--- src/rtl/sha_ctrl_pkg.sv ---
// Shared types and default sizing for the SHA-2 packet ID controller.
package sha_ctrl_pkg;

    localparam int unsigned DEF_ID_WIDTH      = 6;
    localparam int unsigned DEF_ID_DEPTH      = 4;
    localparam int unsigned DEF_CNT_WIDTH     = 3;
    localparam int unsigned DEF_PKT_CNT_WIDTH = 10;
    localparam int unsigned DEF_MAX_BLOCKS    = 16;

    typedef enum logic {
        IDLE   = 1'b0,
        IN_PKT = 1'b1
    } ctrl_state_e;

endpackage

--- src/rtl/sha_packet_id_ctrl_if.sv ---
// Block-source, hash-engine and digest handshake bundle seen by the packet ID controller.
interface sha_packet_id_ctrl_if #(
    parameter int unsigned ID_WIDTH = sha_ctrl_pkg::DEF_ID_WIDTH
);
    logic                i_blk_valid;
    logic                i_blk_last;
    logic                o_blk_ready;
    logic                o_eng_valid;
    logic                i_eng_ready;
    logic [ID_WIDTH-1:0] o_eng_id;
    logic                i_dgst_valid;
    logic                i_dgst_ready;
    logic [ID_WIDTH-1:0] o_dgst_id;

    modport master (
        output i_blk_valid, i_blk_last, i_eng_ready, i_dgst_valid, i_dgst_ready,
        input  o_blk_ready, o_eng_valid, o_eng_id, o_dgst_id
    );

    modport slave (
        input  i_blk_valid, i_blk_last, i_eng_ready, i_dgst_valid, i_dgst_ready,
        output o_blk_ready, o_eng_valid, o_eng_id, o_dgst_id
    );
endinterface

--- src/rtl/sha_id_fifo.sv ---
// In-order FIFO of outstanding packet IDs; head reads straight from registered storage.
module sha_id_fifo #(
    parameter int unsigned DEPTH     = 4,
    parameter int unsigned WIDTH     = 6,
    parameter int unsigned CNT_WIDTH = 3
) (
    input  logic                 i_clk,
    input  logic                 i_rst_n,
    input  logic                 i_push,
    input  logic                 i_pop,
    input  logic [WIDTH-1:0]     i_data,
    output logic [WIDTH-1:0]     o_head,
    output logic [CNT_WIDTH-1:0] o_count,
    output logic                 o_full,
    output logic                 o_empty
);
    localparam int unsigned PTR_W = (DEPTH > 1) ? $clog2(DEPTH) : 1;

    logic [WIDTH-1:0]     r_mem [DEPTH];
    logic [PTR_W-1:0]     r_rd_ptr;
    logic [PTR_W-1:0]     r_wr_ptr;
    logic [CNT_WIDTH-1:0] r_count;
    logic                 w_do_push;
    logic                 w_do_pop;

    function automatic logic [PTR_W-1:0] ptr_inc(input logic [PTR_W-1:0] ptr);
        return (ptr == PTR_W'(DEPTH - 1)) ? '0 : ptr + PTR_W'(1);
    endfunction

    assign o_full    = (r_count == CNT_WIDTH'(DEPTH));
    assign o_empty   = (r_count == '0);
    assign w_do_push = i_push & ~o_full;
    assign w_do_pop  = i_pop & ~o_empty;
    assign o_head    = o_empty ? '0 : r_mem[r_rd_ptr];
    assign o_count   = r_count;

    always_ff @(posedge i_clk) begin
        if (!i_rst_n) begin
            r_rd_ptr <= '0;
            r_wr_ptr <= '0;
            r_count  <= '0;
            for (int i = 0; i < int'(DEPTH); i++) begin
                r_mem[i] <= '0;
            end
        end else begin
            if (w_do_push) begin
                r_mem[r_wr_ptr] <= i_data;
                r_wr_ptr        <= ptr_inc(r_wr_ptr);
            end
            if (w_do_pop) begin
                r_rd_ptr <= ptr_inc(r_rd_ptr);
            end
            case ({w_do_push, w_do_pop})
                2'b10:   r_count <= r_count + CNT_WIDTH'(1);
                2'b01:   r_count <= r_count - CNT_WIDTH'(1);
                default: r_count <= r_count;
            endcase
        end
    end
endmodule

--- src/rtl/sha_packet_id_ctrl.sv ---
// Gates blocks into the SHA-2 engine, issues a packet ID per packet and tags digests in order.
module sha_packet_id_ctrl
    import sha_ctrl_pkg::*;
#(
    parameter int unsigned ID_WIDTH      = DEF_ID_WIDTH,
    parameter int unsigned ID_DEPTH      = DEF_ID_DEPTH,
    parameter int unsigned CNT_WIDTH     = DEF_CNT_WIDTH,
    parameter int unsigned PKT_CNT_WIDTH = DEF_PKT_CNT_WIDTH,
    parameter int unsigned MAX_BLOCKS    = DEF_MAX_BLOCKS
) (
    input  logic                     i_clk,
    input  logic                     i_rst_n,
    sha_packet_id_ctrl_if.slave      bus,
    input  logic                     i_status_err_clear,
    output logic [ID_WIDTH-1:0]      o_status_id,
    output logic [CNT_WIDTH-1:0]     o_status_buffered_ids,
    output logic                     o_status_err_buffer,
    output logic                     o_status_err_packet,
    output logic [PKT_CNT_WIDTH-1:0] o_status_packet_count
);
    localparam int unsigned BLK_W = $clog2(MAX_BLOCKS + 1);

    ctrl_state_e              r_state;
    ctrl_state_e              w_state_nxt;
    logic [ID_WIDTH-1:0]      r_next_id;
    logic [ID_WIDTH-1:0]      r_status_id;
    logic [BLK_W-1:0]         r_blk_cnt;
    logic                     r_err_buffer;
    logic                     r_err_packet;
    logic [PKT_CNT_WIDTH-1:0] r_pkt_cnt;

    logic                     w_gate;
    logic                     w_accept;
    logic                     w_push;
    logic                     w_cnt_inc;
    logic                     w_err_pkt_set;
    logic                     w_pop;
    logic                     w_fifo_full;
    logic                     w_fifo_empty;
    logic [CNT_WIDTH-1:0]     w_fifo_count;
    logic [ID_WIDTH-1:0]      w_fifo_head;

    assign w_pop = bus.i_dgst_valid & bus.i_dgst_ready;

    sha_id_fifo #(
        .DEPTH     (ID_DEPTH),
        .WIDTH     (ID_WIDTH),
        .CNT_WIDTH (CNT_WIDTH)
    ) u_id_fifo (
        .i_clk   (i_clk),
        .i_rst_n (i_rst_n),
        .i_push  (w_push),
        .i_pop   (w_pop),
        .i_data  (r_next_id),
        .o_head  (w_fifo_head),
        .o_count (w_fifo_count),
        .o_full  (w_fifo_full),
        .o_empty (w_fifo_empty)
    );

    always_ff @(posedge i_clk) begin
        if (!i_rst_n) begin
            r_state <= IDLE;
        end else begin
            r_state <= w_state_nxt;
        end
    end

    // Gate uses the registered FIFO level, so a same-cycle pop never opens it.
    always_comb begin
        w_state_nxt   = r_state;
        w_gate        = 1'b0;
        w_accept      = 1'b0;
        w_push        = 1'b0;
        w_cnt_inc     = 1'b0;
        w_err_pkt_set = 1'b0;

        w_gate   = (r_state == IN_PKT) | ~w_fifo_full;
        w_accept = bus.i_blk_valid & bus.i_eng_ready & w_gate;

        unique case (r_state)
            IDLE: begin
                if (w_accept) begin
                    w_push      = 1'b1;
                    w_state_nxt = bus.i_blk_last ? IDLE : IN_PKT;
                end
            end
            IN_PKT: begin
                if (w_accept) begin
                    if (bus.i_blk_last) begin
                        w_state_nxt = IDLE;
                    end else begin
                        w_cnt_inc     = 1'b1;
                        w_err_pkt_set = (r_blk_cnt == BLK_W'(MAX_BLOCKS - 1));
                    end
                end
            end
            default: w_state_nxt = IDLE;
        endcase
    end

    // ID issue, block counting, sticky errors (set beats clear) and completion count.
    always_ff @(posedge i_clk) begin
        if (!i_rst_n) begin
            r_next_id    <= '0;
            r_status_id  <= '0;
            r_blk_cnt    <= '0;
            r_err_buffer <= 1'b0;
            r_err_packet <= 1'b0;
            r_pkt_cnt    <= '0;
        end else begin
            if (w_push) begin
                r_status_id <= r_next_id;
                r_next_id   <= r_next_id + ID_WIDTH'(1);
                r_blk_cnt   <= BLK_W'(1);
            end else if (w_cnt_inc && (r_blk_cnt != BLK_W'(MAX_BLOCKS))) begin
                r_blk_cnt <= r_blk_cnt + BLK_W'(1);
            end
            r_err_buffer <= (w_pop & w_fifo_empty) | (r_err_buffer & ~i_status_err_clear);
            r_err_packet <= w_err_pkt_set | (r_err_packet & ~i_status_err_clear);
            if (w_pop && !w_fifo_empty) begin
                r_pkt_cnt <= r_pkt_cnt + PKT_CNT_WIDTH'(1);
            end
        end
    end

    assign bus.o_eng_valid = bus.i_blk_valid & w_gate;
    assign bus.o_blk_ready = bus.i_eng_ready & w_gate;
    assign bus.o_eng_id    = (r_state == IDLE) ? r_next_id : r_status_id;
    assign bus.o_dgst_id   = w_fifo_head;

    assign o_status_id           = r_status_id;
    assign o_status_buffered_ids = w_fifo_count;
    assign o_status_err_buffer   = r_err_buffer;
    assign o_status_err_packet   = r_err_packet;
    assign o_status_packet_count = r_pkt_cnt;
endmodule

--- src/flat_wrapper.sv ---
// flat-port wrapper written by rule: the top's interface ports become plain ports
module sha_packet_id_ctrl_flat import sha_ctrl_pkg::*;
#(
    parameter int unsigned ID_WIDTH      = DEF_ID_WIDTH,
    parameter int unsigned ID_DEPTH      = DEF_ID_DEPTH,
    parameter int unsigned CNT_WIDTH     = DEF_CNT_WIDTH,
    parameter int unsigned PKT_CNT_WIDTH = DEF_PKT_CNT_WIDTH,
    parameter int unsigned MAX_BLOCKS    = DEF_MAX_BLOCKS
)
  (i_clk, i_rst_n, i_status_err_clear, o_status_id, o_status_buffered_ids, o_status_err_buffer, o_status_err_packet, o_status_packet_count, bus_i_blk_valid, bus_i_blk_last, bus_i_eng_ready, bus_i_dgst_valid, bus_i_dgst_ready, bus_o_blk_ready, bus_o_eng_valid, bus_o_eng_id, bus_o_dgst_id);
  sha_packet_id_ctrl_if #(.ID_WIDTH(ID_WIDTH)) bus_i ();
  input  logic i_clk;
  input  logic i_rst_n;
  input  logic i_status_err_clear;
  output logic [ID_WIDTH-1:0] o_status_id;
  output logic [CNT_WIDTH-1:0] o_status_buffered_ids;
  output logic o_status_err_buffer;
  output logic o_status_err_packet;
  output logic [PKT_CNT_WIDTH-1:0] o_status_packet_count;
  input wire logic [$bits(bus_i.i_blk_valid)-1:0] bus_i_blk_valid;
  input wire logic [$bits(bus_i.i_blk_last)-1:0] bus_i_blk_last;
  input wire logic [$bits(bus_i.i_eng_ready)-1:0] bus_i_eng_ready;
  input wire logic [$bits(bus_i.i_dgst_valid)-1:0] bus_i_dgst_valid;
  input wire logic [$bits(bus_i.i_dgst_ready)-1:0] bus_i_dgst_ready;
  output wire logic [$bits(bus_i.o_blk_ready)-1:0] bus_o_blk_ready;
  output wire logic [$bits(bus_i.o_eng_valid)-1:0] bus_o_eng_valid;
  output wire logic [$bits(bus_i.o_eng_id)-1:0] bus_o_eng_id;
  output wire logic [$bits(bus_i.o_dgst_id)-1:0] bus_o_dgst_id;
  assign bus_i.i_blk_valid = bus_i_blk_valid;
  assign bus_i.i_blk_last = bus_i_blk_last;
  assign bus_i.i_eng_ready = bus_i_eng_ready;
  assign bus_i.i_dgst_valid = bus_i_dgst_valid;
  assign bus_i.i_dgst_ready = bus_i_dgst_ready;
  assign bus_o_blk_ready = bus_i.o_blk_ready;
  assign bus_o_eng_valid = bus_i.o_eng_valid;
  assign bus_o_eng_id = bus_i.o_eng_id;
  assign bus_o_dgst_id = bus_i.o_dgst_id;
  sha_packet_id_ctrl #(.ID_WIDTH(ID_WIDTH), .ID_DEPTH(ID_DEPTH), .CNT_WIDTH(CNT_WIDTH), .PKT_CNT_WIDTH(PKT_CNT_WIDTH), .MAX_BLOCKS(MAX_BLOCKS)) u_core (.i_clk(i_clk), .i_rst_n(i_rst_n), .bus(bus_i), .i_status_err_clear(i_status_err_clear), .o_status_id(o_status_id), .o_status_buffered_ids(o_status_buffered_ids), .o_status_err_buffer(o_status_err_buffer), .o_status_err_packet(o_status_err_packet), .o_status_packet_count(o_status_packet_count));
endmodule
--- config.mk ---
export PLATFORM = sky130hd
export DESIGN_NAME = sha_packet_id_ctrl_flat
export DESIGN_NICKNAME = d
export VERILOG_FILES = /design/src/rtl/sha_ctrl_pkg.sv /design/src/rtl/sha_packet_id_ctrl_if.sv /design/src/rtl/sha_id_fifo.sv /design/src/rtl/sha_packet_id_ctrl.sv /design/src/flat_wrapper.sv
export SDC_FILE = /design/constraint.sdc
export NUM_CORES = 1
export LEC_CHECK = 0
export ABC_AREA = 1
export BUFFER_PORTS_ARGS = -buffer_cell sky130_fd_sc_hd__buf_2
export CORE_MARGIN = 10
export CORE_UTILIZATION = 25
export DETAILED_ROUTE_END_ITERATION = 16
export GPL_ROUTABILITY_DRIVEN = 0
export SYNTH_ARGS = -nofsm -noshare
export SYNTH_HDL_FRONTEND = slang
export SYNTH_HIERARCHICAL = 1
export SYNTH_SLANG_ARGS = --single-unit
--- constraint.sdc ---
create_clock -name i_clk -period 3.4 [get_ports i_clk]
set_clock_uncertainty 0.2 [all_clocks]
set_input_delay 0.68 -clock i_clk [delete_from_list [all_inputs] [get_ports i_clk]]
set_output_delay 0.68 -clock i_clk [all_outputs]
set_load 0.02 [all_outputs]
==> impl_metrics.csv <==
group,metric,value,unit
global_routing,grt_pass1_vias,2418,
synth,ys_types,37,
global_routing,grt_max_degree,20,
floorplanning,start_util,0.258,
setup_path,r2r-end,"u_core/u_id_fifo/r_mem[2][5]",
timing,tightest_slew,0.775,ns
timing,max_freq,369,MHz
final_layout,diodes,0,
synth,yosysSeqAreaShare,0.481,
cts,clock_path_buffers,2,
timing,finalCritPeriodShare,0.797,
cts,clock-root-buffer,"clkbuf_16",
timing,setup_viol_count_final,0,
timing,fin_crit,2.71,ns
detailed_routing,drt_first_iter_violations,111,
detailed_routing,drt_pre_antenna_iters,5,
power,max-vdd-ir-drop,0.225,mV
setup_path,endpoint_kind,"flop",
power,finalPower,2160,uW
floorplanning,die_area,0.0174,mm^2
final_layout,fillers,1315,
outcome,status,"complete, no violations",
placement,port_buffers,42,
cts,cts_num_sinks,63,
global_routing,grtUsageTotal,0.0814,
floorplanning,die_x,132,um
final_layout,drive_gt1_frac,0.198,
synth,synth_flop_cell,"dfxtp_1",
timing,setup_tns,0,ns
detailed_routing,post_drt_via_cell_ratio,4.20,
setup_path,crit_type,"flop to flop",
setup_path,r2r_cells,6,
setup_path,crit_fanout,15,
setup_path,cp.required,3.14,ns
final_layout,final_cell_mix,"nor2_1, nand2_1, inv_1",
floorplanning,io_pins,43,
job,cap_viol_max_count,0,
synth,synth-edff-count,24,
synth,netlist_instances,381,
synth,async_flop_share,0,
setup_path,crit_arrival,2.45,ns
timing,rsz0062_at_grt,"false",
setup_path,ff2ff_setup_slack,0.69,ns
cts,cts_resized,0,
timing,slew_headroom,0.478,
final_layout,final_common_cell,"nor2_1",
hold_path,hold_path.startpoint,"u_core/o_status_err_packet",
global_routing,grt_overflow,0,
setup_path,start_kind,"flop",
cts,clk_pin_slew,0.06,ns
hold_path,hold_depth,2,
floorplanning,core_area,0.0121,mm^2
cts,worstSkewPairLatency,0.32,ns
cts,postCtsHoldBufs,0,
synth,ys_seq_elements,63,
timing,slew_violations,0,
detailed_routing,routed_wl,7200,um
cts,cts_tree,"yes",
final_layout,area_delta_synth_final,24.2,%
placement,dp_hpwl,5550,um
synth,synth.cell_area,0.00312,mm^2
power,power.density,557,mW/mm^2
detailed_routing,postRouteAntennaNets,0,
cts,numCtsBuffers,9,
global_routing,antenna_found_initial,0,
timing,hold_viol,0,
global_routing,grt_pass1_wl,11800,um
synth,synth_nets,398,
cts,post_cts_buffers,0,
detailed_routing,vias,2532,
detailed_routing,drc,0,
power,leakagePower,0.00160,uW
synth,synth_warnings,6,
hold_path,min_path_type,"flop to flop",
cts,htree_levels,3,
final_layout,nets,447,
detailed_routing,wl_per_cell,11.9,um
synth,avgSynthCellArea,8.20,um^2
hold_path,min_to,"u_core/o_status_err_packet",
floorplanning,num_rows,40,
floorplanning,die_h,132,um
[area by class of cell]
cell class | instances | area, um^2 | share of cell area
multi-input cells | 252 | 1340 | 0.345
repair buffers | 47 | 248 | 0.0639
clock inverters | 4 | 71.3 | 0.0184
inverters | 57 | 219 | 0.0565
flip-flops and latches | 63 | 1500 | 0.387
clock buffers | 12 | 289 | 0.0745
well taps | 168 | 210 | 0.0542
[how the worst max path moves through the flow]
stage                     cells past startpoint            start                           end
final                                         6             flop  u_core/u_id_fifo/r_mem[2][5]
after CTS                                     6             flop  u_core/u_id_fifo/r_mem[2][5]
after detailed placement                      7  bus_i_blk_valid  u_core/u_id_fifo/r_mem[2][2]
after global routing                          6             flop  u_core/u_id_fifo/r_mem[2][5]
after floorplan                               7  bus_i_blk_valid  u_core/u_id_fifo/r_mem[2][0]
after global placement                        7  bus_i_blk_valid  u_core/u_id_fifo/r_mem[2][2]
[where the power goes]
part / switching (uW) / internal [uW] / total [uW]
clock: 317 / 748 / 1060
sequential: 34.3 / 822 / 856
combinational: 168 / 72.3 / 241
[metrics by stage]
stage	setup slack, ns	hold slack, ns	area, um^2	util	cells
3_3_place_gp	0.838	0.266	3520	0.290	587
6_report	0.690	0.273	3880	0.320	603
5_1_grt	0.474	0.304	3880	0.320	603
4_1_cts	0.684	0.272	3880	0.320	603
3_5_place_dp	0.714	0.264	3520	0.290	587
2_1_floorplan	0.890	0.256	3120	-	381
[metal layers]
layer | up-vias | track usage | routed length [um]
li1 | 1348 | - | -
met1 | 1135 | 0.0990 | 3340
met2 | 43 | 0.132 | 3480
met3 | 6 | 0.0240 | 315
met4 | 0 | 0.0328 | 66
met5 | - | 0 | 0
[cell usage after synthesis (all sizes together), types with 2 or more instances]
cell / number / area (um^2)
o21ai: 39 / 195
a21oi: 22 / 110
nand3: 13 / 75.1
xor2: 2 / 17.5
o21a: 2 / 15.0
clkbuf: 4 / 16.3
inv: 53 / 199
clkinv: 4 / 20.0
nand4: 6 / 58.8
buf: 5 / 46.3
a21boi: 2 / 15.0
ha: 8 / 100
nand2: 63 / 254
nor2: 67 / 269
a211oi: 3 / 27.5
edfxtp: 24 / 721
dfxtp: 39 / 781
nor3: 21 / 160
[cells by family (layout without fill, tap and decap cells)]
group                      count (synthesis)  count (layout)  synth area share
and+or+nand+nor                          171             171             0.264
AOI/OAI and AO/OA                         70              70             0.121
buffers and inverters                     66             120            0.0901
DFF                                       63              63             0.481
adders and majority gates                  9               9            0.0385
xor gates and xnor gates                   2               2           0.00561
[flip-flops by register name (all words and copies together) (netlist names), named ones only]
register and cells:
u_core/u_id_fifo/o_count 3, u_core/r_blk_cnt 5, u_core/r_next_id 6, u_core/o_status_packet_count 10, u_core/o_status_err_buffer 1, u_core/u_id_fifo/r_rd_ptr 2
u_core/u_id_fifo/r_wr_ptr 2, u_core/o_status_id 6, u_core/o_status_err_packet 1, u_core/u_id_fifo/r_mem 24
[worst max-delay path, stage by stage (launching register included)]
cell     delay (ns)
dfxtp_1        0.67
inv_2          0.15
nand2_2        0.12
nand2_4        0.08
nor2_4         0.18
nand4_2        0.24
o21ai_0        0.69
(Power assumes the default switching activity.)
